### config.mk
export PLATFORM = sky130hd
export DESIGN_NAME = lif_scheduler
export DESIGN_NICKNAME = d
export VERILOG_FILES = /design/src/rtl/lif_pkg.sv /design/src/rtl/lif_step.sv /design/src/rtl/lif_scheduler.sv
export SDC_FILE = /design/constraint.sdc
export NUM_CORES = 1
export LEC_CHECK = 0
export CORE_MARGIN = 10
export CORE_UTILIZATION = 40
export DETAILED_ROUTE_END_ITERATION = 10
export DONT_BUFFER_PORTS = 1
export MAX_ROUTING_LAYER = met4
export PLACE_DENSITY = 0.55
export REMOVE_ABC_BUFFERS = 1
export SLEW_MARGIN = 20
export SYNTH_ARGS = -nofsm -noshare
export SYNTH_HDL_FRONTEND = slang
export SYNTH_HIERARCHICAL = 1
export SYNTH_SLANG_ARGS = --single-unit
### constraint.sdc
create_clock -name clk -period 6.75 [get_ports clk]
set_input_delay 0.3375 -clock clk [delete_from_list [all_inputs] [get_ports clk]]
set_output_delay 0.3375 -clock clk [all_outputs]
set_load 0.005 [all_outputs]
### src/rtl/lif_pkg.sv
// lif_pkg: shared types and constants for the time-multiplexed LIF update engine.
//   - lif_state_e    : sweep FSM encoding (IDLE / SCAN / DONE)
//   - WIDTH_DEF      : default state/current/threshold width
//   - THRESH_RST_DEF : default threshold loaded at reset
//   - clog2()        : index width helper, usable in parameter expressions
package lif_pkg;

  localparam int WIDTH_DEF      = 8;
  localparam int THRESH_RST_DEF = 200;

  typedef enum logic [1:0] {
    IDLE = 2'd0,
    SCAN = 2'd1,
    DONE = 2'd2
  } lif_state_e;

  // Ceiling log2; returns 1 for value 2, so an index is never zero bits wide
  // for the supported neuron counts (>= 2).
  function automatic int clog2(input int value);
    int result;
    int rem;
    result = 0;
    rem    = value - 1;
    while (rem > 0) begin
      result = result + 1;
      rem    = rem >> 1;
    end
    return result;
  endfunction

endpackage

### src/rtl/lif_step.sv
// lif_step: one leaky-integrate-and-fire step, purely combinational.
//   s         in  WIDTH : stored (pre-update) membrane state
//   c         in  WIDTH : latched input current
//   threshold in  WIDTH : firing threshold
//   next      out WIDTH : updated state, saturated at 2^WIDTH-1
//   spk       out 1     : neuron fires this step (s >= threshold)
// A firing neuron drops its leak term, so its state restarts from the current.
module lif_step #(
  parameter int WIDTH = 8
) (
  input  logic [WIDTH-1:0] s,
  input  logic [WIDTH-1:0] c,
  input  logic [WIDTH-1:0] threshold,
  output logic [WIDTH-1:0] next,
  output logic             spk
);

  logic [WIDTH:0] half;
  logic [WIDTH:0] sum;

  // Fire decision, leak term, and saturating WIDTH+1 bit add.
  always_comb begin
    spk  = 1'b0;
    half = '0;
    sum  = '0;
    next = '0;
    if (s >= threshold) begin
      spk  = 1'b1;
      half = '0;
    end else begin
      spk  = 1'b0;
      half = {2'b00, s[WIDTH-1:1]};
    end
    sum = {1'b0, c} + half;
    if (sum[WIDTH]) begin
      next = '1;
    end else begin
      next = sum[WIDTH-1:0];
    end
  end

endmodule

### src/rtl/lif_scheduler.sv
// lif_scheduler: sweeps N_NEURONS neurons through one shared lif_step datapath.
//   clk, reset_n        : clock, synchronous active-low reset
//   tick                : start a sweep (accepted in IDLE only; otherwise sets overrun)
//   current_in          : packed currents, neuron i at [i*WIDTH +: WIDTH], latched on tick
//   cfg_we/cfg_threshold: threshold write, honoured in IDLE when tick is low
//   rd_idx/rd_state     : combinational readback of stored state
//   spike_valid/spike_id/spike_ready : spike event stream (valid/ready)
//   busy                : sweep in progress (SCAN or DONE)
//   done                : one-cycle pulse in the DONE cycle
//   overrun             : sticky, tick seen while not IDLE
// A neuron is committed only when the spike output slot is free, so a held
// spike event stalls the sweep without losing any later event.
module lif_scheduler
  import lif_pkg::*;
#(
  parameter int N_NEURONS  = 8,
  parameter int WIDTH      = WIDTH_DEF,
  parameter int THRESH_RST = THRESH_RST_DEF,
  localparam int IW        = clog2(N_NEURONS)
) (
  input  logic                       clk,
  input  logic                       reset_n,
  input  logic                       tick,
  input  logic [N_NEURONS*WIDTH-1:0] current_in,
  input  logic                       cfg_we,
  input  logic [WIDTH-1:0]           cfg_threshold,
  input  logic [IW-1:0]              rd_idx,
  output logic [WIDTH-1:0]           rd_state,
  output logic                       spike_valid,
  output logic [IW-1:0]              spike_id,
  input  logic                       spike_ready,
  output logic                       busy,
  output logic                       done,
  output logic                       overrun
);

  localparam logic [IW-1:0] LAST_IDX = IW'(N_NEURONS - 1);

  lif_state_e       state;
  lif_state_e       state_next;
  logic [IW-1:0]    idx;
  logic [WIDTH-1:0] threshold;
  logic [WIDTH-1:0] state_mem [N_NEURONS];
  logic [WIDTH-1:0] cur_mem   [N_NEURONS];

  logic             slot_free;
  logic             commit;
  logic             take_tick;
  logic             load_cfg;
  logic             tick_overrun;
  logic [WIDTH-1:0] step_next;
  logic             step_spk;

  assign slot_free = !spike_valid || spike_ready;

  lif_step #(
    .WIDTH(WIDTH)
  ) u_step (
    .s        (state_mem[idx]),
    .c        (cur_mem[idx]),
    .threshold(threshold),
    .next     (step_next),
    .spk      (step_spk)
  );

  // FSM state register.
  always_ff @(posedge clk) begin
    if (!reset_n) begin
      state <= IDLE;
    end else begin
      state <= state_next;
    end
  end

  // FSM next-state logic; a stalled SCAN simply holds.
  always_comb begin
    state_next = state;
    case (state)
      IDLE: begin
        if (tick) begin
          state_next = SCAN;
        end else begin
          state_next = IDLE;
        end
      end
      SCAN: begin
        if (slot_free && (idx == LAST_IDX)) begin
          state_next = DONE;
        end else begin
          state_next = SCAN;
        end
      end
      DONE:    state_next = IDLE;
      default: state_next = IDLE;
    endcase
  end

  // FSM output decode: status flags and datapath enables.
  always_comb begin
    busy         = 1'b0;
    done         = 1'b0;
    commit       = 1'b0;
    take_tick    = 1'b0;
    load_cfg     = 1'b0;
    tick_overrun = 1'b0;
    case (state)
      IDLE: begin
        take_tick = tick;
        load_cfg  = cfg_we && !tick;   // tick wins over a simultaneous write
      end
      SCAN: begin
        busy         = 1'b1;
        commit       = slot_free;
        tick_overrun = tick;
      end
      DONE: begin
        busy         = 1'b1;
        done         = 1'b1;
        tick_overrun = tick;
      end
      default: begin
        busy = 1'b0;
      end
    endcase
  end

  // Current latch on an accepted tick and state write-back on commit.
  always_ff @(posedge clk) begin
    if (!reset_n) begin
      for (int i = 0; i < N_NEURONS; i++) begin
        state_mem[i] <= '0;
        cur_mem[i]   <= '0;
      end
    end else begin
      if (take_tick) begin
        for (int i = 0; i < N_NEURONS; i++) begin
          cur_mem[i] <= current_in[i*WIDTH +: WIDTH];
        end
      end
      if (commit) begin
        state_mem[idx] <= step_next;
      end
    end
  end

  // Sweep index: cleared on tick, advanced on each commit.
  always_ff @(posedge clk) begin
    if (!reset_n) begin
      idx <= '0;
    end else if (take_tick) begin
      idx <= '0;
    end else if (commit) begin
      if (idx == LAST_IDX) begin
        idx <= '0;
      end else begin
        idx <= idx + 1'b1;
      end
    end else begin
      idx <= idx;
    end
  end

  // Threshold register, writable only from IDLE.
  always_ff @(posedge clk) begin
    if (!reset_n) begin
      threshold <= WIDTH'(THRESH_RST);
    end else if (load_cfg) begin
      threshold <= cfg_threshold;
    end else begin
      threshold <= threshold;
    end
  end

  // Spike output slot: loaded on a firing commit, cleared once accepted.
  always_ff @(posedge clk) begin
    if (!reset_n) begin
      spike_valid <= 1'b0;
      spike_id    <= '0;
    end else if (commit) begin
      spike_valid <= step_spk;
      if (step_spk) begin
        spike_id <= idx;
      end else begin
        spike_id <= spike_id;
      end
    end else if (spike_ready) begin
      spike_valid <= 1'b0;
    end else begin
      spike_valid <= spike_valid;
    end
  end

  // Sticky overrun flag.
  always_ff @(posedge clk) begin
    if (!reset_n) begin
      overrun <= 1'b0;
    end else if (tick_overrun) begin
      overrun <= 1'b1;
    end else begin
      overrun <= overrun;
    end
  end

  // Readback mux; out-of-range indices read as zero.
  always_comb begin
    rd_state = '0;
    if (32'(rd_idx) < N_NEURONS) begin
      rd_state = state_mem[rd_idx];
    end else begin
      rd_state = '0;
    end
  end

endmodule
==> results of run 1 <==
[metal layers]
metal,vias to the layer above,wire (µm),track usage,share of wire
met2,154,9320,0.243,0.49
met3,33,1080,0.0408,0.057
li1,2096,-,-,-
met5,-,0,-,0
met4,0,437,0.0590,0.023
met1,2313,8000,0.186,0.42
[layout make-up]
class                           count  area share
Multi-Input combinational cell    351       0.378
Clock inverter                     12      0.0264
Tap cell                          260      0.0376
Sequential cell                   149       0.492
Inverter                           12     0.00520
Timing Repair Buffer               11     0.00982
Clock buffer                       20      0.0504
[synth_stat cells (all sizes together), types with 2 or more instances]
cell / number / area, µm²
mux2: 24 / 270
xnor2: 2 / 17.5
a21o: 6 / 46.3
nor2b: 7 / 43.8
mux4: 48 / 1220
a31o: 2 / 17.5
a21oi: 6 / 30.0
nand2: 9 / 33.8
ha: 20 / 250
a21boi: 4 / 30.0
and3: 3 / 18.8
buf: 17 / 129
clkbuf: 22 / 83.8
o21ai: 22 / 114
a211oi: 4 / 35.0
mux2i: 8 / 80.1
edfxtp: 128 / 3840
nand3: 5 / 25.0
nor3: 2 / 10.0
o21a: 2 / 15.0
and2: 73 / 457
or2: 2 / 12.5
or3: 2 / 12.5
nor2: 59 / 221
nor3b: 7 / 52.6
inv: 12 / 45.0
nand4: 19 / 119
nand3b: 3 / 22.5
nand2b: 4 / 25.0
dfxtp: 21 / 420
[worst max-delay path, cell delays in order (launching register included)]
cell      delay, ns
dfxtp_2        0.70
mux4_1         0.62
mux2_2         0.29
ha_1           0.31
and3_1         0.20
nand3_1        0.09
o21ai_1        0.42
nor3b_1        0.12
ha_1           0.26
fa_1           0.46
a211oi_1       0.33
o21bai_1       0.15
and3_1         0.21
o21ai_2        0.26
nand2b_1       0.22
nand4_1        0.25
nor2_1         0.07
[flip-flops by register name, summed over array words and instances (netlist names), named ones only]
signal and flops:
cur_mem 64, idx 3, overrun 1, spike_id 3, spike_valid 1, state 2, state_mem 64, threshold 8
[path summary, 6_finish.rpt]
check / start / endpoint / slack [ns] / depth (start not counted)
max: register / state_mem[4][1] / 1.53 / 16
min: cfg_threshold[6] / threshold[6] / 0.03 / 2
max reg2reg: register / state_mem[4][1] / 1.53 / 16
min reg2reg: threshold[6] / threshold[6] / 0.47 / 2
[logic make-up after synthesis]
group                    share of synthesized area
adder cells (fa/ha/maj)                     0.0347
multiplexers                                 0.202
XOR/XNOR                                   0.00225
AO/OA/AOI/OAI                               0.0402
flip-flops                                   0.548
AND/OR/NAND/NOR                              0.140
buffers and inverters                       0.0331
[power groups by stage]
| stage | registers, mW | clock network [mW] | logic, mW |
|---|---|---|---|
| 2_1_floorplan | 1.10 | 0 | 0.212 |
| 3_3_place_gp | 1.11 | 0 | 0.285 |
| 3_5_place_dp | 1.11 | 0 | 0.291 |
| 4_1_cts | 1.09 | 1.08 | 0.294 |
| 5_1_grt | 1.09 | 1.13 | 0.322 |
| 6_report | 1.09 | 1.07 | 0.292 |
[repair_timing]
| action | CTS | global route |
|---|---|---|
| resized for setup | 0 | 0 |
| setup endpoints to repair | 0 | 0 |
| hold endpoints to repair | 3 | 0 |
| hold buffers | 1 | 0 |
[cell usage in the layout (no fill, tap or decap), types with 2 or more instances in the layout]
cell type | synthesis | final
mux2i_1 | 8 | 8
nor3_1 | 2 | 2
mux2_2 | 24 | 24
nor2b_1 | 7 | 7
and3_1 | 3 | 2
nor3b_1 | 7 | 7
bufinv_16 | 0 | 6
a21o_1 | 5 | 5
nand4_1 | 19 | 19
inv_1 | 12 | 12
nand2_1 | 9 | 8
clkinvlp_4 | 0 | 3
buf_4 | 0 | 10
dfxtp_1 | 21 | 20
a211oi_1 | 3 | 3
or2_2 | 2 | 2
nor2_1 | 59 | 59
nand3b_1 | 3 | 3
clkinv_4 | 0 | 3
a21boi_0 | 4 | 4
o21ai_2 | 1 | 4
o21ai_0 | 20 | 12
mux4_1 | 37 | 37
or3_1 | 2 | 2
xnor2_1 | 2 | 2
nand3_1 | 5 | 5
mux4_2 | 11 | 11
o21a_1 | 2 | 2
ha_1 | 20 | 20
clkbuf_16 | 0 | 17
clkbuf_1 | 21 | 3
a21oi_1 | 6 | 6
o21ai_1 | 1 | 6
edfxtp_1 | 128 | 128
and2_1 | 73 | 73
nand2b_1 | 4 | 4
==> impl_metrics.ini, run 1 <==
[synth]
ys_warn_count = 6
synth_edf_count = 128
synthDistinctLibCells = 49
synth_area_um2 = 7780
async_flop_share = 0
synth-seq-cells = 149
synth.avg_cell_area_um2 = 14.1
yosysSeqAreaShare = 0.548
synthCells = 551
ys.flop_type = edfxtp_1

[power]
share_comb_of_total_power = 0.119
p_per_area_nw_per_um2 = 283
irDropWorstVdd_mv = 0.174
power_frac_seq = 0.445
power.share.clock = 0.436
switching_share = 0.229
p_switching_mw = 0.561
p_leak_nw = 3.24
p_int_mw = 1.89
total_power_mw = 2.45

[sta]
hold_slack_ns = 0.0324
fin_crit_ns = 5.22
tns_ns = 0
period_share = 0.773
worst_pin_slew_ns = 1.12
grt_setup_unrepaired = false
max_freq_mhz = 192
slew_headroom = 0.246
finalWorstSetupSlack_ns = 1.53
clock_skew_ns = 0.00675
hold_viol_final = 0
slew_viol_final = 0
finalSetupViolations = 0

[finish]
area_growth_pct = 11.3
multi_input_area_um2 = 3280
postLayoutCellArea_um2 = 8660
drive_above_1_share = 0.159
fill_cells = 1706
ff_latch_area_um2 = 4270
final_cells = 815
n_antenna_cell = 0
postLayoutCoreUtil = 0.459
layout.nets = 643

[clock_tree]
clk_pin_slew_ns = 0.06
cts_root_buf = clkbuf_16
numClockSinks = 149
cts_made_buffers = 17
cts_tree = built
clk_latency_ns = 0.43
clockBufferDepth = 2
htree_levels = 4
cts_setup_buffers = 0

[route]
route.detailed.drc = 0
dr_total_vias = 4596
first_pass_iters = 5
drt_first_iter_violations = 375
routedWlPerCell_um = 23.1
ant_nets = 0
viasPerCell = 5.64
wl_um = 18800

[floorplanning]
ios = 95
initial_core_util = 0.412
core_um2 = 18900
die_w_um = 159
die_area_um2 = 25400
fp.dieH_um = 159
fp-row-count = 50

[outcome]
status = completed

[global_routing]
grt_pass1_wl_um = 28900
antenna_found_initial = 0
grt_overflow = 0
grt_use_total = 0.154
grt_max_degree = 68
grt_pass1_vias = 4879

[job]
maxCapViolCount = 0

[worst_setup_path]
crit_arrival_ns = 5.37
cp_max_fo = 18
endpoint_kind = register
path_class = register to register
critPathLaunchType = register
cp.required_ns = 6.90

[place]
placed_area_um2 = 7980
port_buffers = 0
gp_congestion = 0.841
pre_cts_slack_ns = 1.54
post-dp-hpwl_um = 12800
dp.cells = 782

[min_path]
hold_class = input pin to register
No activity file was read; power rests on OpenSTA's default activity.
==> run 2, diff against run 1 <==
==> constraint.sdc (replaced) <==
create_clock -name clk -period 5.2 [get_ports clk]
set_input_delay 0.26 -clock clk [delete_from_list [all_inputs] [get_ports clk]]
set_output_delay 0.26 -clock clk [all_outputs]
set_load 0.005 [all_outputs]
==> run 2 against run 1 <==
Net effect:
- count of clock-buffer cells in the layout decreased by 2
- die area did not move
- clock power increased by 18%
- final cell count rose by 0.86%
- fmax grew 7.6%
- largest cell class unchanged
==> impl_metrics.ini, run 2 (synthesis gave the netlist of run 1 again) <==
[clock_tree]
numClockSinks = 149
htree_levels = 4
cts_root_buf = clkbuf_16
cts_tree = built
cts_made_buffers = 17
clk_pin_slew_ns = 0.06
clk_latency_ns = 0.43
clockBufferDepth = 2
cts_setup_buffers = 0

[min_path]
hp-start = cfg_threshold[0]
worst_hold_path.endpoint = threshold[0]
hold_path_depth = 2
hold_class = input pin to register

[finish]
final_cells = 822
n_antenna_cell = 0
postLayoutCoreUtil = 0.459
drive_above_1_share = 0.160
layout.nets = 650
final_common_cell = edfxtp_1
reg_top3 = cur_mem (64), state_mem (64), threshold (8)
layout_common_cells = 128 x edfxtp_1, 73 x and2_1, 59 x nor2_1, 37 x mux4_1, 24 x mux2_2
area_growth_pct = 11.4

[sta]
finalSetupViolations = 0
grt_setup_unrepaired = false
clock_skew_ns = 0.00913
tns_ns = 0
max_freq_mhz = 206
worst_pin_slew_ns = 1.11
fin_crit_ns = 4.84
slew_viol_final = 0
period_share = 0.932
finalWorstSetupSlack_ns = 0.355
hold_viol_final = 0
slew_headroom = 0.255

[worst_setup_path]
worst-path-stages = 18
path_buf_inv = 2
critPathLaunchType = register
crit_arrival_ns = 4.99
cpLargestDelayFamily = compound AO/OA/AOI/OAI gates
cp_max_fo = 14
critPathSlowestCell = dfxtp_2
path_class = register to register
worst_r2r_endpoint = state_mem[2][7]
endpoint_kind = register
r2r_cells = 18
cp.required_ns = 5.34
r2r_slack_ns = 0.36
cp_cell_sequence = mux4_1 -> mux2_2 -> inv_1 -> ha_1 -> nand2b_1 -> a21o_1 -> a21oi_1 -> o21ai_1 -> buf_4 -> nor3b_1 -> ha_1 -> a211oi_2 -> nor2_1 -> o31a_1 -> or3_1 -> a31o_1 -> nand4_1 -> nor2_1
slowest_delay_ns = 0.61

[route]
routedWlPerCell_um = 23.0
dr_total_vias = 4576
wl_met2_um = 9380
viasPerCell = 5.57
highest_layer = met4
wl_um = 18900
route.detailed.drc = 0
first_pass_iters = 5
drt-met1-wl_um = 8140
route.met3.wl_um = 1150
drt_first_iter_violations = 295
ant_nets = 0

[power]
total_power_mw = 3.06
irDropWorstVdd_mv = 0.259
power_frac_seq = 0.462
power.share.clock = 0.412
p_per_area_nw_per_um2 = 352
switching_share = 0.243
p_switching_mw = 0.743
share_comb_of_total_power = 0.126
p_int_mw = 2.31
p_leak_nw = 3.24

[floorplanning]
core_um2 = 18900
die_area_um2 = 25400
die_w_um = 159
initial_core_util = 0.412
fp-row-count = 50
ios = 95
fp.dieH_um = 159

[outcome]
status = completed

[place]
gp_congestion = 0.841
post-dp-hpwl_um = 12800
dp.cells = 782
port_buffers = 0
pre_cts_slack_ns = 0.337

[global_routing]
grt_use_total = 0.154
grt_pass1_wl_um = 28800
antenna_found_initial = 0
grt_pass1_vias = 4909
grt_overflow = 0
grt_max_degree = 50

[job]
maxCapViolCount = 0
[run 2: cell types whose count changed in the layout (fill, tap and decap cells not counted), sizes merged]
cell	change
dlygate4sd3	+7
inv	+5
bufinv	-3
clkbuf	-2
clkinv	-1
clkinvlp	+1
[run 2: power groups by stage]
stage / combinational (mW) / sequential [mW] / clock (mW)
floorplan: 0.276 / 1.43 / 0
global placement: 0.373 / 1.43 / 0
detailed placement: 0.381 / 1.44 / 0
CTS: 0.390 / 1.41 / 1.28
global route: 0.428 / 1.42 / 1.34
finish: 0.386 / 1.41 / 1.26
[run 2: per-stage QoR]
step                      cell area (µm²)  hold slack (ns)
after floorplan                      7570            0.322
final                                8670           0.0146
after global routing                 8670          0.00220
after CTS                            8660         0.000945
after global placement               7980            0.342
after detailed placement             7980            0.342
[run 2: cell type report]
cell class	count	area [µm²]
clock buffer	18	429
multi-input combinational	351	3280
inverter	12	45.0
sequential	149	4270
timing repair buffer	18	155
fill	1708	10200
tap	260	325
clock inverter	14	174
[run 2: routing by layer]
metal / vias up / GRT usage
met4: 0 / 0.0400
met5: - / -
met3: 19 / 0.0421
met2: 132 / 0.244
met1: 2311 / 0.190
li1: 2114 / -
[run 2: timing repair]
item	4_1_cts	5_1_grt
gates resized for setup	0	0
hold buffers	8	0
hold endpoints to repair	15	0
[run 2: worst max-delay path by stage]
stage,start,endpoint
2_1_floorplan,register,state_mem[2][7]
3_3_place_gp,register,state_mem[6][7]
3_5_place_dp,register,state_mem[2][7]
4_1_cts,register,state_mem[2][7]
5_1_grt,register,state_mem[2][4]
6_report,register,state_mem[2][7]
==> run 3, diff against run 2 <==
--- a/config.mk
+++ b/config.mk
@@ -5,6 +5,7 @@
 export SDC_FILE = /design/constraint.sdc
 export NUM_CORES = 1
 export LEC_CHECK = 0
+export ABC_CLOCK_PERIOD_IN_PS = 5700
 export CORE_MARGIN = 10
 export CORE_UTILIZATION = 40
 export DETAILED_ROUTE_END_ITERATION = 10
@@ -12,6 +13,7 @@
 export MAX_ROUTING_LAYER = met4
 export PLACE_DENSITY = 0.55
 export REMOVE_ABC_BUFFERS = 1
+export SETUP_SLACK_MARGIN = 0.3
 export SLEW_MARGIN = 20
 export SYNTH_ARGS = -nofsm -noshare
 export SYNTH_HDL_FRONTEND = slang
==> constraint.sdc (replaced) <==
create_clock -name clk -period 5.7 [get_ports clk]
set_input_delay 0.285 -clock clk [delete_from_list [all_inputs] [get_ports clk]]
set_output_delay 0.285 -clock clk [all_outputs]
set_load 0.005 [all_outputs]
==> run 3 against run 2 <==
Net effect:
- worst setup slack improved by 0.45 ns
- wire length increased by 1.5%
- die area unchanged
- register-to-register slack improved by 0.45 ns
==> impl_metrics.ini, run 3 (synthesis gave the netlist of run 1 again) <==
[finish]
n_antenna_cell = 0
multi_input_area_um2 = 3280
drive_above_1_share = 0.169
layout_common_cells = 128 x edfxtp_1, 73 x and2_1, 59 x nor2_1, 37 x mux4_1, 24 x mux2_2
area_growth_pct = 11.2
ff_latch_area_um2 = 4270
final_common_cell = edfxtp_1
reg_top3 = cur_mem (64), state_mem (64), threshold (8)
fill_cells = 1690
postLayoutCoreUtil = 0.458
layout.nets = 650

[sta]
tns_ns = 0
slew_headroom = 0.242
hold_viol_final = 0
period_share = 0.859
finalSetupViolations = 0
slew_viol_final = 0
grt_setup_unrepaired = false
max_freq_mhz = 204
clock_skew_ns = 0.00736
fin_crit_ns = 4.90
worst_pin_slew_ns = 1.13

[power]
share_comb_of_total_power = 0.128
irDropWorstVdd_mv = 0.219
power.share.clock = 0.405
switching_share = 0.248
p_per_area_nw_per_um2 = 319
p_switching_mw = 0.683
p_leak_nw = 3.24
power_frac_seq = 0.467
p_int_mw = 2.08

[floorplanning]
fp-row-count = 50
core_um2 = 18900
initial_core_util = 0.412
die_area_um2 = 25400
fp.dieH_um = 159
die_w_um = 159
ios = 95

[worst_setup_path]
path_buf_inv = 0
slowest_delay_ns = 0.58
crit_arrival_ns = 5.17
path_class = register to register
worst_r2r_endpoint = state_mem[0][6]
crit_top_cell = ha_1
endpoint_kind = register
critPathLaunchType = register
critPathSlowestCell = mux4_1
cp.required_ns = 5.97
cpLargestDelayFamily = compound AO/OA/AOI/OAI gates
r2r_slack_ns = 0.80
cp_cell_sequence = mux4_1 -> mux2_2 -> ha_1 -> and3_1 -> nand3_1 -> o21ai_2 -> nor3b_1 -> ha_1 -> fa_1 -> a211oi_1 -> o21bai_1 -> a21oi_1 -> xnor2_1 -> a2bb2oi_1 -> nand4_1 -> nor2_1
r2r_cells = 16
worst-path-stages = 16
cp_max_fo = 17

[clock_tree]
cts_made_buffers = 17
clk_latency_ns = 0.43
numClockSinks = 149
clockBufferDepth = 2
cts_tree = built
clk_pin_slew_ns = 0.06
htree_levels = 4
cts_root_buf = clkbuf_16
cts_setup_buffers = 0

[route]
route.detailed.drc = 0
first_pass_iters = 5
routedWlPerCell_um = 23.3
viasPerCell = 5.61
wl_um = 19100
drt_first_iter_violations = 358
dr_total_vias = 4609
ant_nets = 0

[outcome]
status = completed

[min_path]
hp-start = reset_n
hold_path_depth = 1
worst_hold_path.endpoint = spike_id[1]
hold_class = input pin to register

[global_routing]
grt_pass1_wl_um = 29500
grt_max_degree = 50
antenna_found_initial = 0
grt_use_total = 0.156
grt_pass1_vias = 4973
grt_overflow = 0

[place]
port_buffers = 0
post-dp-hpwl_um = 13100
gp_congestion = 0.829

[job]
maxCapViolCount = 0
==> run 3: changes by cell type in the layout (fill, tap and decap cells not counted), sizes merged <==
cell,before,now
inv,17,16
buf,10,13
clkinv,2,3
clkbuf,18,19
bufinv,3,2
dlygate4sd3,8,5
==> run 3: worst max path at each step <==
stage | start | endpoint | slack (ns)
6_report | register | state_mem[0][6] | 0.80
5_1_grt | register | state_mem[0][6] | 0.39
4_1_cts | register | state_mem[4][5] | 0.51
3_5_place_dp | register | state_mem[0][5] | 0.55
3_3_place_gp | register | state_mem[4][5] | 0.63
2_1_floorplan | register | state_mem[2][7] | 0.49
==> run 3: layout make-up <==
| class | count | share of cell area |
|---|---|---|
| sequential | 149 | 0.493 |
| multi-input combinational | 351 | 0.379 |
| clock buffer | 19 | 0.0512 |
| tap | 260 | 0.0376 |
| clock inverter | 13 | 0.0171 |
| timing repair buffer | 18 | 0.0171 |
| inverter | 12 | 0.00520 |
==> run 3: what timing repair did <==
| item | in CTS | in global routing |
|---|---|---|
| endpoints found under the hold margin | 11 | 0 |
| endpoints found under the setup margin | 0 | 56 |
| hold buffers | 5 | 0 |
| resized for setup | 0 | 3 |
==> run 3: power groups by stage <==
stage | clock (mW) | sequential [mW] | combinational (mW)
after CTS | 1.14 | 1.29 | 0.353
after detailed placement | 0 | 1.31 | 0.346
after global routing | 1.18 | 1.30 | 0.389
after global placement | 0 | 1.31 | 0.340
after floorplan | 0 | 1.30 | 0.251
final | 1.12 | 1.29 | 0.352
==> run 3: stage by stage <==
stage,instance area (µm²),power (mW),worst slack (ns),std cells,hold slack (ns)
floorplan,7570,1.55,0.495,512,0.347
global placement,8000,1.65,0.628,785,0.364
detailed placement,8000,1.66,0.545,785,0.367
CTS,8640,2.78,0.511,822,0.00683
global route,8660,2.87,0.391,822,0.00700
finish,8660,2.76,0.803,822,0.0148
==> run 3: per-layer routing <==
| layer | wire [µm] | global-route usage | up-vias | share of wire |
|---|---|---|---|---|
| li1 | - | - | 2113 | - |
| met1 | 8430 | 0.193 | 2350 | 0.44 |
| met2 | 9550 | 0.246 | 124 | 0.50 |
| met3 | 910 | 0.0387 | 22 | 0.048 |
| met4 | 251 | 0.0484 | 0 | 0.013 |
| met5 | 0 | - | - | 0 |
